`src/rtl/addsub_pkg.sv`:
```
`default_nettype none
// ============================================================================
//  Module   : addsub_pkg
//  Purpose  : Shared definitions for the pipelined adder/subtractor:
//             default geometry, per-stage control payload and saturation
//             limit helpers.
//  Revision : 1.0  initial release
// ============================================================================
package addsub_pkg;

  localparam int DEF_WIDTH  = 16;
  localparam int DEF_STAGES = 4;
  // Widest operand the saturation helpers can describe.
  localparam int MAX_WIDTH  = 256;

  // Control half of each stage register; the operand and partial-sum words
  // sit beside it as WIDTH-bit arrays because their width is a module
  // parameter.
  typedef struct packed {
    logic valid;  // beat present in this stage
    logic carry;  // carry out of the slice this stage completed
  } stage_ctrl_t;

  // Largest positive value of a w-bit two's-complement number (0111..1).
  function automatic logic [MAX_WIDTH-1:0] sat_max(input int w);
    logic [MAX_WIDTH-1:0] r;
    r = '0;
    for (int i = 0; i < w - 1; i++) r[i] = 1'b1;
    return r;
  endfunction

  // Most negative value of a w-bit two's-complement number (1000..0).
  function automatic logic [MAX_WIDTH-1:0] sat_min(input int w);
    logic [MAX_WIDTH-1:0] r;
    r = '0;
    r[w-1] = 1'b1;
    return r;
  endfunction

endpackage
`default_nettype wire

```
`src/rtl/addsub_slice.sv`:
```
`default_nettype none
// ============================================================================
//  Module   : addsub_slice
//  Purpose  : W-bit combinational ripple-carry adder slice (a + b + ci).
//  Revision : 1.0  initial release
// ============================================================================
module addsub_slice #(
  parameter int W = 4
) (
  input  logic [W-1:0] a,
  input  logic [W-1:0] b,
  input  logic         ci,
  output logic [W-1:0] s,
  output logic         co
);

  logic [W:0] c;

  assign c[0] = ci;

  // One full adder per bit; carry ripples from bit 0 upward.
  for (genvar i = 0; i < W; i++) begin : g_bit
    assign s[i]   = a[i] ^ b[i] ^ c[i];
    assign c[i+1] = (a[i] & b[i]) | (c[i] & (a[i] ^ b[i]));
  end

  assign co = c[W];

endmodule
`default_nettype wire

```
`src/rtl/pipelined_addsub.sv`:
```
`default_nettype none
// ============================================================================
//  Module   : pipelined_addsub
//  Purpose  : Pipelined two's-complement adder/subtractor. The WIDTH-bit
//             carry chain is cut into STAGES slices with a register after
//             each; valid/ready handshake on both sides, whole-pipe stall.
//  Options  : define ADDSUB_SAT_EN to clamp the result to the signed limits
//             on overflow (cout and ovf unaffected).
//  Revision : 1.0  initial release
// ============================================================================
module pipelined_addsub
  import addsub_pkg::*;
#(
  parameter int WIDTH  = DEF_WIDTH,
  parameter int STAGES = DEF_STAGES
) (
  input  logic             clk,
  input  logic             rst_n,
  input  logic             in_valid,
  output logic             in_ready,
  input  logic [WIDTH-1:0] a,
  input  logic [WIDTH-1:0] b,
  input  logic             cin,
  input  logic             sub,
  output logic             out_valid,
  input  logic             out_ready,
  output logic [WIDTH-1:0] sum,
  output logic             cout,
  output logic             ovf
);

  localparam int SLICE = WIDTH / STAGES;
  localparam int MSB   = WIDTH - 1;
  localparam int LAST  = STAGES - 1;

  if (STAGES < 1 || STAGES > WIDTH) begin : g_bad_stages
    $error("pipelined_addsub: STAGES must lie in 1..WIDTH");
  end
  if ((WIDTH % STAGES) != 0) begin : g_bad_split
    $error("pipelined_addsub: WIDTH must be a multiple of STAGES");
  end

  // Subtraction is a + ~b + ~cin, so a borrow-in becomes a missing carry-in.
  logic [WIDTH-1:0] b_eff;
  logic             c0;
  logic             adv;

  assign b_eff    = sub ? ~b : b;
  assign c0       = sub ? ~cin : cin;
  assign adv      = !out_valid || out_ready;
  assign in_ready = adv;

  // Stage registers: operands travel whole so later slices find their bits,
  // the partial sum fills in one slice per stage.
  logic [WIDTH-1:0] a_q    [STAGES];
  logic [WIDTH-1:0] b_q    [STAGES];
  logic [WIDTH-1:0] s_q    [STAGES];
  stage_ctrl_t      ctrl_q [STAGES];

  // What each stage sees on its input side.
  logic [WIDTH-1:0] a_in [STAGES];
  logic [WIDTH-1:0] b_in [STAGES];
  logic [WIDTH-1:0] s_in [STAGES];
  logic             c_in [STAGES];
  logic             v_in [STAGES];

  logic [SLICE-1:0] sl_s  [STAGES];
  logic             sl_co [STAGES];

  for (genvar k = 0; k < STAGES; k++) begin : g_stage
    if (k == 0) begin : g_first
      assign a_in[k] = a;
      assign b_in[k] = b_eff;
      assign s_in[k] = '0;
      assign c_in[k] = c0;
      assign v_in[k] = in_valid;
    end else begin : g_next
      assign a_in[k] = a_q[k-1];
      assign b_in[k] = b_q[k-1];
      assign s_in[k] = s_q[k-1];
      assign c_in[k] = ctrl_q[k-1].carry;
      assign v_in[k] = ctrl_q[k-1].valid;
    end

    addsub_slice #(
      .W (SLICE)
    ) u_slice (
      .a  (a_in[k][k*SLICE +: SLICE]),
      .b  (b_in[k][k*SLICE +: SLICE]),
      .ci (c_in[k]),
      .s  (sl_s[k]),
      .co (sl_co[k])
    );
  end

  // Advance every stage together when the output can move; otherwise hold.
  always_ff @(posedge clk or negedge rst_n) begin
    if (!rst_n) begin
      for (int k = 0; k < STAGES; k++) begin
        a_q[k]    <= '0;
        b_q[k]    <= '0;
        s_q[k]    <= '0;
        ctrl_q[k] <= '0;
      end
    end else if (adv) begin
      for (int k = 0; k < STAGES; k++) begin
        a_q[k]                     <= a_in[k];
        b_q[k]                     <= b_in[k];
        s_q[k]                     <= s_in[k];
        s_q[k][k*SLICE +: SLICE]   <= sl_s[k];
        ctrl_q[k].valid            <= v_in[k];
        ctrl_q[k].carry            <= sl_co[k];
      end
    end
  end

  logic [WIDTH-1:0] raw_sum;
  logic             a_msb;
  logic             b_msb;

  assign raw_sum   = s_q[LAST];
  assign a_msb     = a_q[LAST][MSB];
  assign b_msb     = b_q[LAST][MSB];
  assign out_valid = ctrl_q[LAST].valid;
  assign cout      = ctrl_q[LAST].carry;
  // Like-signed operands producing an opposite-signed result.
  assign ovf       = (a_msb == b_msb) && (raw_sum[MSB] != a_msb);

`ifdef ADDSUB_SAT_EN
  localparam logic [MAX_WIDTH-1:0] SAT_HI_FULL = sat_max(WIDTH);
  localparam logic [MAX_WIDTH-1:0] SAT_LO_FULL = sat_min(WIDTH);
  localparam logic [WIDTH-1:0]     SAT_HI      = SAT_HI_FULL[WIDTH-1:0];
  localparam logic [WIDTH-1:0]     SAT_LO      = SAT_LO_FULL[WIDTH-1:0];

  // Overflow direction follows the operand sign: negative operands can
  // only overflow downward.
  assign sum = ovf ? (a_msb ? SAT_LO : SAT_HI) : raw_sum;
`else
  assign sum = raw_sum;
`endif

endmodule
`default_nettype wire

```
`config.mk`:
```
export PLATFORM = sky130hd
export DESIGN_NAME = pipelined_addsub
export DESIGN_NICKNAME = d
export VERILOG_FILES = /design/src/rtl/addsub_pkg.sv /design/src/rtl/addsub_slice.sv /design/src/rtl/pipelined_addsub.sv
export SDC_FILE = /design/constraint.sdc
export NUM_CORES = 1
export LEC_CHECK = 0
export CORE_MARGIN = 1.5
export CORE_UTILIZATION = 50
export DETAILED_ROUTE_END_ITERATION = 8
export GPL_TIMING_DRIVEN = 0
export PLACE_DENSITY = 0.76
export SYNTH_ARGS = -nofsm -noshare
export SYNTH_HDL_FRONTEND = slang
export SYNTH_SLANG_ARGS = --single-unit
export TNS_END_PERCENT = 50
```
`constraint.sdc`:
```
create_clock -name clk -period 2 [get_ports clk]
set_clock_uncertainty 0.1 [all_clocks]
set_input_delay 0.4 -clock clk [delete_from_list [all_inputs] [get_ports clk]]
set_output_delay 0.4 -clock clk [all_outputs]
set_load 0.03 [all_outputs]
```
==> results of run 1 <==
-- cell families after synthesis --
kind of cell    count (synthesis)  share of synthesized area [%]
compound gates                 11                           1.90
xor+xnor                       17                           3.14
fa+ha+maj                      16                           6.76
buf+inv                        39                           6.82
flops                          98                           51.8
mux                            87                           27.4
simple gates                   14                           2.22
-- registers in the layout, summed over array words and instances (netlist names), 3 cells and up --
signal	cells
a_in	24
b_in	24
s_in	24
sum	16
c_in	3
ctrl_q	3
-- worst max path at each step --
stage / start / end / slack [ps] / cells after the start
detailed placement: b[0] / s_in[35]$_DFFE_PN0P_ / -910 / 9
global route: c_in[1]$_DFFE_PN0P_ / s_in[11]$_DFFE_PN0P_ / -340 / 8
global placement: rst_n / ctrl_q[7]$_DFFE_PN0P_ / -3160 / 1
finish: c_in[1]$_DFFE_PN0P_ / s_in[11]$_DFFE_PN0P_ / -240 / 8
floorplan: sub / s_in[35]$_DFFE_PN0P_ / -680 / 10
CTS: b[0] / s_in[35]$_DFFE_PN0P_ / -260 / 9
-- final cells by class --
cell class | count | area [um^2] | area share [%]
sequential | 98 | 2450 | 42.3
multi-input combinational | 145 | 2030 | 35.0
timing repair buffer | 66 | 653 | 11.3
buffer | 13 | 243 | 4.19
clock buffer | 11 | 151 | 2.61
tap | 111 | 139 | 2.40
inverter | 24 | 90.1 | 1.55
clock inverter | 5 | 37.5 | 0.648
-- power by group --
part / switching (uW) / internal, uW / total [uW]
Combinational: 1700 / 2560 / 4260
Sequential: 579 / 2880 / 3460
Clock: 681 / 525 / 1210
-- through the flow --
stage	cell area [um^2]	hold WS [ps]	total power [uW]	util (%)
after floorplan	4770	4.41	6470	-
after global placement	5470	357	7430	59.5
after detailed placement	5500	331	7580	59.8
after CTS	5760	382	8910	62.6
after global routing	5800	403	9510	63.0
final	5800	382	8930	63.0
-- critical path, stage by stage, from the launching register on --
cell	delay (ps)
dfrtp_1	420
fa_2	390
inv_2	60
fa_2	180
inv_2	40
fa_2	360
inv_2	60
fa_1	420
a21oi_2	140
-- layer usage --
layer  wire (um)  global-route usage [%]
met5           0                       0
met1        3690                    24.4
met3         194                    2.86
met2        3870                    28.5
met4         135                    6.28
-- timing repair --
action	4_1_cts	5_1_grt
pin swaps	12	13
endpoints found under the setup margin	15	13
gates resized for setup	44	8
endpoints found under the hold margin	42	0
setup buffers	4	4
hold buffers	1	0
-- cell usage in the layout, fill, tap and decap left out, types with 10 or more instances in the layout --
master           count
clkbuf_8            11
clkdlybuf4s50_1     46
inv_1               13
xor2_1              11
mux2_4              85
dfrtp_1             98
fa_2                14
nor3b_1             10
inv_2               11
==> impl_metrics.yaml, run 1 <==
finish:
  stdcell_count: 473
  diodes: 0
  drive_above_1_share_pct: 45.3
  fillCellCount: 682
  finish.net_count: 411
  area_delta_synth_final_pct: 22.4
grt:
  grt_pass1_wl_um: 13400
  overflow: 0
  antenna_found_initial: 0
  grt_pass1_vias: 2539
  groute.usage.overall_pct: 17.7
  grt_max_degree: 57
synth:
  yosysTopAreaCellShare_pct: 51.8
  synth_area_leader_cell: "dfrtp_1"
  syn_area_um2: 4740
  synthCells: 282
  syn_avg_cell_area_um2: 16.8
  yosys-top-cells-count: "dfrtp_1, mux2_4, inv_1"
  seq_area_frac_synth_pct: 51.8
  synth_area_leaders: "dfrtp_1, mux2_4, fa_1"
  mappedNetlistNets: 336
  synthArstFlopShare_pct: 100
  yosysWarnings: 0
  synth.ff_latch_count: 98
  synth_edf_count: 0
  yosysMostFrequentCell: "dfrtp_1"
  ys_types: 19
  ys.flop_type: "dfrtp_1"
hold_path:
  hold_path.class: "reg2reg"
  min_to: "out_valid$_DFFE_PN0P_"
  hold_depth: 1
  hp-start: "ctrl_q[3]$_DFFE_PN0P_"
route:
  vias: 2329
  drtAntennaViolNets: 0
  drt_iter0_drc: 90
  drc: 0
  drt_pass1_iterations: 4
  wl_per_cell_um: 16.7
  vias_per_cell: 4.92
  wirelength_um: 7890
clock_tree:
  clk-insertion-delay-late_ps: 350
  clk_pin_slew_ps: 90
  cts_buffers: 9
  root_buffer: "clkbuf_8"
  clockBufferDepth: 2
  cts_tree: "built"
  htreeDepth: 3
  cts_sinks: 98
timing:
  relSlewSlack_pct: 63.1
  hold_viol_final: 0
  tightest_slew_ps: 554
  fin_tns_setup_ps: -932
  finalMaxSlewViolations: 0
  min_period_ps: 2240
  rsz0062_at_grt: "true"
  fmax_mhz: 447
  timing.final.crit_share_pct: 112
  final-setup-viol-count: 6
  fin_ws_ps: -237
floorplanning:
  start_util_pct: 51.5
  rows: 35
  dieHeight_um: 100
  pin_count: 58
  dieArea_um2: 10100
  design.core.area_um2: 9200
  die_x_um: 100
pwr:
  power.density_nw_per_um2: 1540
  p_leak_uw: 0.00273
  ir_worst_vdd_mv: 0.719
run_status:
  outcome: "finished with violations"
  violations: "negative setup slack"
worst_setup_path:
  crit_required_ps: 2180
  endpoint_kind: "register"
  crit_type: "reg2reg"
  critPathLaunchType: "register"
  r2r_setup_slack_ps: -240
  critical_path.max_fanout: 2
  ff2ff_path_depth: 8
  r2r-end: "s_in[11]$_DFFE_PN0P_"
  rr_startpoint: "c_in[1]$_DFFE_PN0P_"
  critPathArrivalTime_ps: 2420
placed_design:
  io_buffers: 56
  placed_cells: 450
  dp_worst_setup_slack_ps: -912
  gp_congestion: 0.707
  dp_hpwl_um: 5360
job:
  drv_cap: 0
Power figures use the tool's default switching activity.
==> run 2, diff against run 1 <==
--- a/config.mk
+++ b/config.mk
@@ -6,10 +6,11 @@
 export NUM_CORES = 1
 export LEC_CHECK = 0
 export CORE_MARGIN = 1.5
-export CORE_UTILIZATION = 50
+export CORE_UTILIZATION = 56
 export DETAILED_ROUTE_END_ITERATION = 8
 export GPL_TIMING_DRIVEN = 0
-export PLACE_DENSITY = 0.76
+export PLACE_DENSITY = 0.8
+export SLEW_MARGIN = 0
 export SYNTH_ARGS = -nofsm -noshare
 export SYNTH_HDL_FRONTEND = slang
 export SYNTH_SLANG_ARGS = --single-unit
==> constraint.sdc (replaced) <==
create_clock -name clk -period 2.15 [get_ports clk]
set_clock_uncertainty 0.1 [all_clocks]
set_input_delay 0.43 -clock clk [delete_from_list [all_inputs] [get_ports clk]]
set_output_delay 0.43 -clock clk [all_outputs]
set_load 0.03 [all_outputs]
==> impl_metrics.yaml, run 2 (same netlist as run 1, synthesis figures left out) <==
run_status:
  outcome: "finished with violations"
  violations: "negative setup slack"
clock_tree:
  clk_pin_slew_ps: 90
  cts_sinks: 98
  htreeDepth: 3
  clk-insertion-delay-late_ps: 360
  root_buffer: "clkbuf_8"
  cts_buffers: 9
  clockBufferDepth: 2
  cts_tree: "built"
pwr:
  p_leak_uw: 0.00273
  ir_worst_vdd_mv: 0.785
  power.density_nw_per_um2: 1430
finish:
  finish.utilization_pct: 70.1
  finish.net_count: 408
  stdcell_count: 464
  diodes: 0
  fin_area_um2: 5760
  area_delta_synth_final_pct: 21.7
  final_common_cell: "dfrtp_1"
  fillCellCount: 548
  mostFrequentLayoutCells: "dfrtp_1, mux2_4, clkdlybuf4s50_1"
  drive_above_1_share_pct: 42.3
timing:
  hold_viol_final: 0
  final-setup-viol-count: 5
  timing.final.crit_share_pct: 105
  fin_ws_ps: -99.3
  min_period_ps: 2250
  fmax_mhz: 445
  holdWs_ps: 391
  relSlewSlack_pct: 65.0
  finalMaxSlewViolations: 0
  rsz0062_at_grt: "true"
  tightest_slew_ps: 525
floorplanning:
  start_util_pct: 57.6
  die_x_um: 95.0
  rows: 33
  design.core.area_um2: 8220
  dieHeight_um: 95.0
  dieArea_um2: 9020
  pin_count: 58
worst_setup_path:
  crit_path_top_delay_cell: "fa_2"
  crit_type: "in2reg"
  critPathLaunchType: "input pin"
  critical_path.max_fanout: 4
  slowest_delay_ps: 400
  critPathTopFamily: "adder cells"
  crit_required_ps: 2300
  worst-path-buf-inv: 3
  critPathArrivalTime_ps: 2400
  worstPathCellList: "buf_16 -> xor2_2 -> fa_2 -> fa_2 -> inv_2 -> fa_2 -> inv_2 -> fa_2 -> mux2_4"
  cp_common_cell: "fa_2"
  endpoint_kind: "register"
route:
  drtAntennaViolNets: 0
  drt_iter0_drc: 53
  wirelength_um: 7700
  vias: 2368
  drt_pass1_iterations: 4
  drc: 0
  vias_per_cell: 5.10
  wl_per_cell_um: 16.6
placed_design:
  dp_worst_setup_slack_ps: -824
  gp_congestion: 0.703
  dp_hpwl_um: 5400
  io_buffers: 56
  place_area_um2: 5490
  placed_cells: 444
grt:
  groute.usage.overall_pct: 19.2
  grt_max_degree: 59
  overflow: 0
  antenna_found_initial: 0
  grt_pass1_vias: 2445
  grt_pass1_wl_um: 12500
job:
  drv_cap: 0
hold_path:
  hold_path.class: "reg2reg"
==> run 2: power breakdown <==
part | total [uW] | leakage (uW) | switching [uW] | internal [uW]
sequential | 3210 | 0.00113 | 534 | 2680
clock | 1170 | 0.0000925 | 627 | 540
combinational | 3850 | 0.00150 | 1530 | 2320
==> run 2: cell type report <==
cell class	instances	area, um^2	share of cell area [%]
flip-flops and latches	98	2450	42.6
multi-input cells	145	2010	34.9
repair buffers	63	641	11.1
plain buffers	13	243	4.21
well taps	105	131	2.28
clock buffers	10	128	2.21
inverters	24	90.1	1.56
clock inverters	6	67.6	1.17
==> run 2: path summary, 6_finish.rpt <==
kind,from,endpoint,slack (ps),depth (start not counted)
max,sub,s_in[35]$_DFFE_PN0P_,-100,9
min,ctrl_q[3]$_DFFE_PN0P_,out_valid$_DFFE_PN0P_,390,1
max reg2reg,a_in[24]$_DFFE_PN0P_,s_in[11]$_DFFE_PN0P_,-60,8
min reg2reg,ctrl_q[3]$_DFFE_PN0P_,out_valid$_DFFE_PN0P_,390,1
max in group asynchronous,rst_n,b_in[38]$_DFFE_PN0P_,820,3
min in group asynchronous,rst_n,sum[8]$_DFFE_PN0P_,490,2
==> run 2: per-stage QoR <==
| stage | power [uW] | TNS (ps) |
|---|---|---|
| after floorplan | 6020 | -1230 |
| after global placement | 6900 | -295590 |
| after detailed placement | 7020 | -3200 |
| after CTS | 8230 | -539 |
| after global routing | 8730 | -557 |
| final | 8230 | -278 |
==> run 2: what timing repair did <==
action	CTS	global route
hold buffers	1	0
setup buffers	2	3
pin swaps	5	9
hold endpoints to repair	40	0
setup endpoints to repair	8	6
resized for setup	27	13
==> run 2: metal layers <==
layer  vias up  track usage (%)  wire (um)
met5         -                0          0
met3         9             4.03        235
met1      1237             27.4       3650
li1       1078                -          -
met4         0             6.34        107
met2        44             29.4       3700
==> run 3, diff against run 2 <==
--- a/config.mk
+++ b/config.mk
@@ -6,11 +6,11 @@
 export NUM_CORES = 1
 export LEC_CHECK = 0
 export CORE_MARGIN = 1.5
-export CORE_UTILIZATION = 56
+export CORE_UTILIZATION = 59
 export DETAILED_ROUTE_END_ITERATION = 8
 export GPL_TIMING_DRIVEN = 0
-export PLACE_DENSITY = 0.8
-export SLEW_MARGIN = 0
+export PLACE_DENSITY = 0.84
+export SLEW_MARGIN = 5
 export SYNTH_ARGS = -nofsm -noshare
 export SYNTH_HDL_FRONTEND = slang
 export SYNTH_SLANG_ARGS = --single-unit
==> constraint.sdc (replaced) <==
create_clock -name clk -period 2.6 [get_ports clk]
set_clock_uncertainty 0.1 [all_clocks]
set_input_delay 0.52 -clock clk [delete_from_list [all_inputs] [get_ports clk]]
set_output_delay 0.52 -clock clk [all_outputs]
set_load 0.03 [all_outputs]
==> impl_metrics.yaml, run 3 (same netlist as run 1, synthesis figures left out) <==
floorplanning:
  dieArea_um2: 8570
  die_x_um: 92.6
  pin_count: 58
  dieHeight_um: 92.6
  design.core.area_um2: 7770
  rows: 32
  start_util_pct: 61.0
finish:
  diodes: 0
  area_delta_synth_final_pct: 19.6
  stdcell_count: 457
  drive_above_1_share_pct: 37.2
  fin_area_um2: 5670
  final_common_cell: "dfrtp_1"
  mostFrequentLayoutCells: "dfrtp_1, mux2_4, clkdlybuf4s50_1"
  finish.net_count: 404
timing:
  relSlewSlack_pct: 57.2
  finalMaxSlewViolations: 0
  min_period_ps: 2560
  hold_viol_final: 0
  tightest_slew_ps: 642
  fmax_mhz: 390
  timing.final.crit_share_pct: 98.7
  final-setup-viol-count: 0
  holdWs_ps: 76.9
  rsz0062_at_grt: "false"
worst_setup_path:
  rr_startpoint: "a_in[24]$_DFFE_PN0P_"
  r2r-end: "s_in[11]$_DFFE_PN0P_"
  crit_path_top_delay_cell: "clkdlybuf4s50_1"
  ff2ff_path_depth: 8
  slowest_delay_ps: 520
  critPathTopFamily: "buffers and inverters"
  critPathLaunchType: "input pin"
  crit_type: "in2out"
  critPathArrivalTime_ps: 1940
  critical_path.max_fanout: 10
  crit_required_ps: 1980
  r2r_setup_slack_ps: 330
  endpoint_kind: "output port"
  worstPathCellList: "clkdlybuf4s50_1 -> nand2b_4 -> buf_12 -> buf_8 -> buf_6 -> clkbuf_4"
  worst-path-buf-inv: 5
  crit_start: "out_ready"
grt:
  overflow: 0
  antenna_found_initial: 0
  grt_pass1_vias: 2497
  grt_max_degree: 51
  groute.usage.overall_pct: 19.9
  grt_pass1_wl_um: 12700
clock_tree:
  clk-insertion-delay-late_ps: 350
  cts_hold_buf: 0
  cts_tree: "built"
  postCtsSetupRepairBufs: 0
  clockBufferDepth: 2
  clk_pin_slew_ps: 90
  cts_sinks: 98
  root_buffer: "clkbuf_8"
  htreeDepth: 3
  cts_buffers: 9
route:
  wl_per_cell_um: 16.6
  wirelength_um: 7590
  drt_pass1_iterations: 4
  vias: 2324
  vias_per_cell: 5.09
  drt_iter0_drc: 70
  drtAntennaViolNets: 0
  drc: 0
run_status:
  outcome: "completed"
pwr:
  ir_worst_vdd_mv: 0.662
  power_uw: 6670
  p_leak_uw: 0.00270
  power.density_nw_per_um2: 1180
placed_design:
  gp_congestion: 0.719
  dp_hpwl_um: 5250
  io_buffers: 56
  placed_cells: 441
  place_area_um2: 5470
job:
  drv_cap: 0
hold_path:
  hold_path.class: "in2async"
-- run 3: cell count changes in the layout (fill, tap and decap cells not counted), sizes merged --
cell,before,now
buf,21,15
clkdlybuf4s50,48,52
clkbuf,12,15
bufinv,1,0
clkdlybuf4s15,1,0
clkinv,3,2
dlygate4sd2,2,1
dlygate4sd3,1,0
-- run 3: per-stage QoR --
step                util, %  TNS (ps)  setup slack, ps
floorplan                 -      -354             -216
global placement       70.1   -258370            -2630
detailed placement     70.4     -1290             -442
CTS                    72.8         0             31.1
global route           72.9         0             4.58
finish                 72.9         0             35.1
-- run 3: power by group --
group          leakage [uW]  internal [uW]  total (uW)  switching (uW)
registers           0.00113           2220        2660             442
logic               0.00148           1860        3080            1220
clock network     0.0000944            423         926             503
total               0.00270           4500        6670            2170
-- run 3: layer usage --
layer	global-route usage [%]	wire, um
met1	28.9	3690
met2	29.7	3540
met3	4.68	279
met4	6.67	82
met5	0	0
-- run 3: cell type report --
cell class	instances	area [um^2]
buffer	15	240
clock buffer	12	165
clock inverter	4	25.0
fill	494	2100
inverter	24	90.1
multi-input combinational	145	1980
sequential	98	2450
tap	102	128
timing repair buffer	57	584
-- run 3: how the worst max path moves through the flow --
stage | to | slack, ps | depth (start not counted)
after global placement | ctrl_q[7]$_DFFE_PN0P_ | -2630 | 1
after floorplan | s_in[35]$_DFFE_PN0P_ | -220 | 10
after CTS | s_in[35]$_DFFE_PN0P_ | 30 | 9
after detailed placement | s_in[35]$_DFFE_PN0P_ | -440 | 9
after global routing | in_ready | 5 | 6
final | in_ready | 40 | 6
-- run 3: timing repair --
| action | 4_1_cts | 5_1_grt |
|---|---|---|
| gates resized for setup | 6 | 3 |
| pin swaps | 0 | 1 |
| setup endpoints to repair | 2 | 2 |
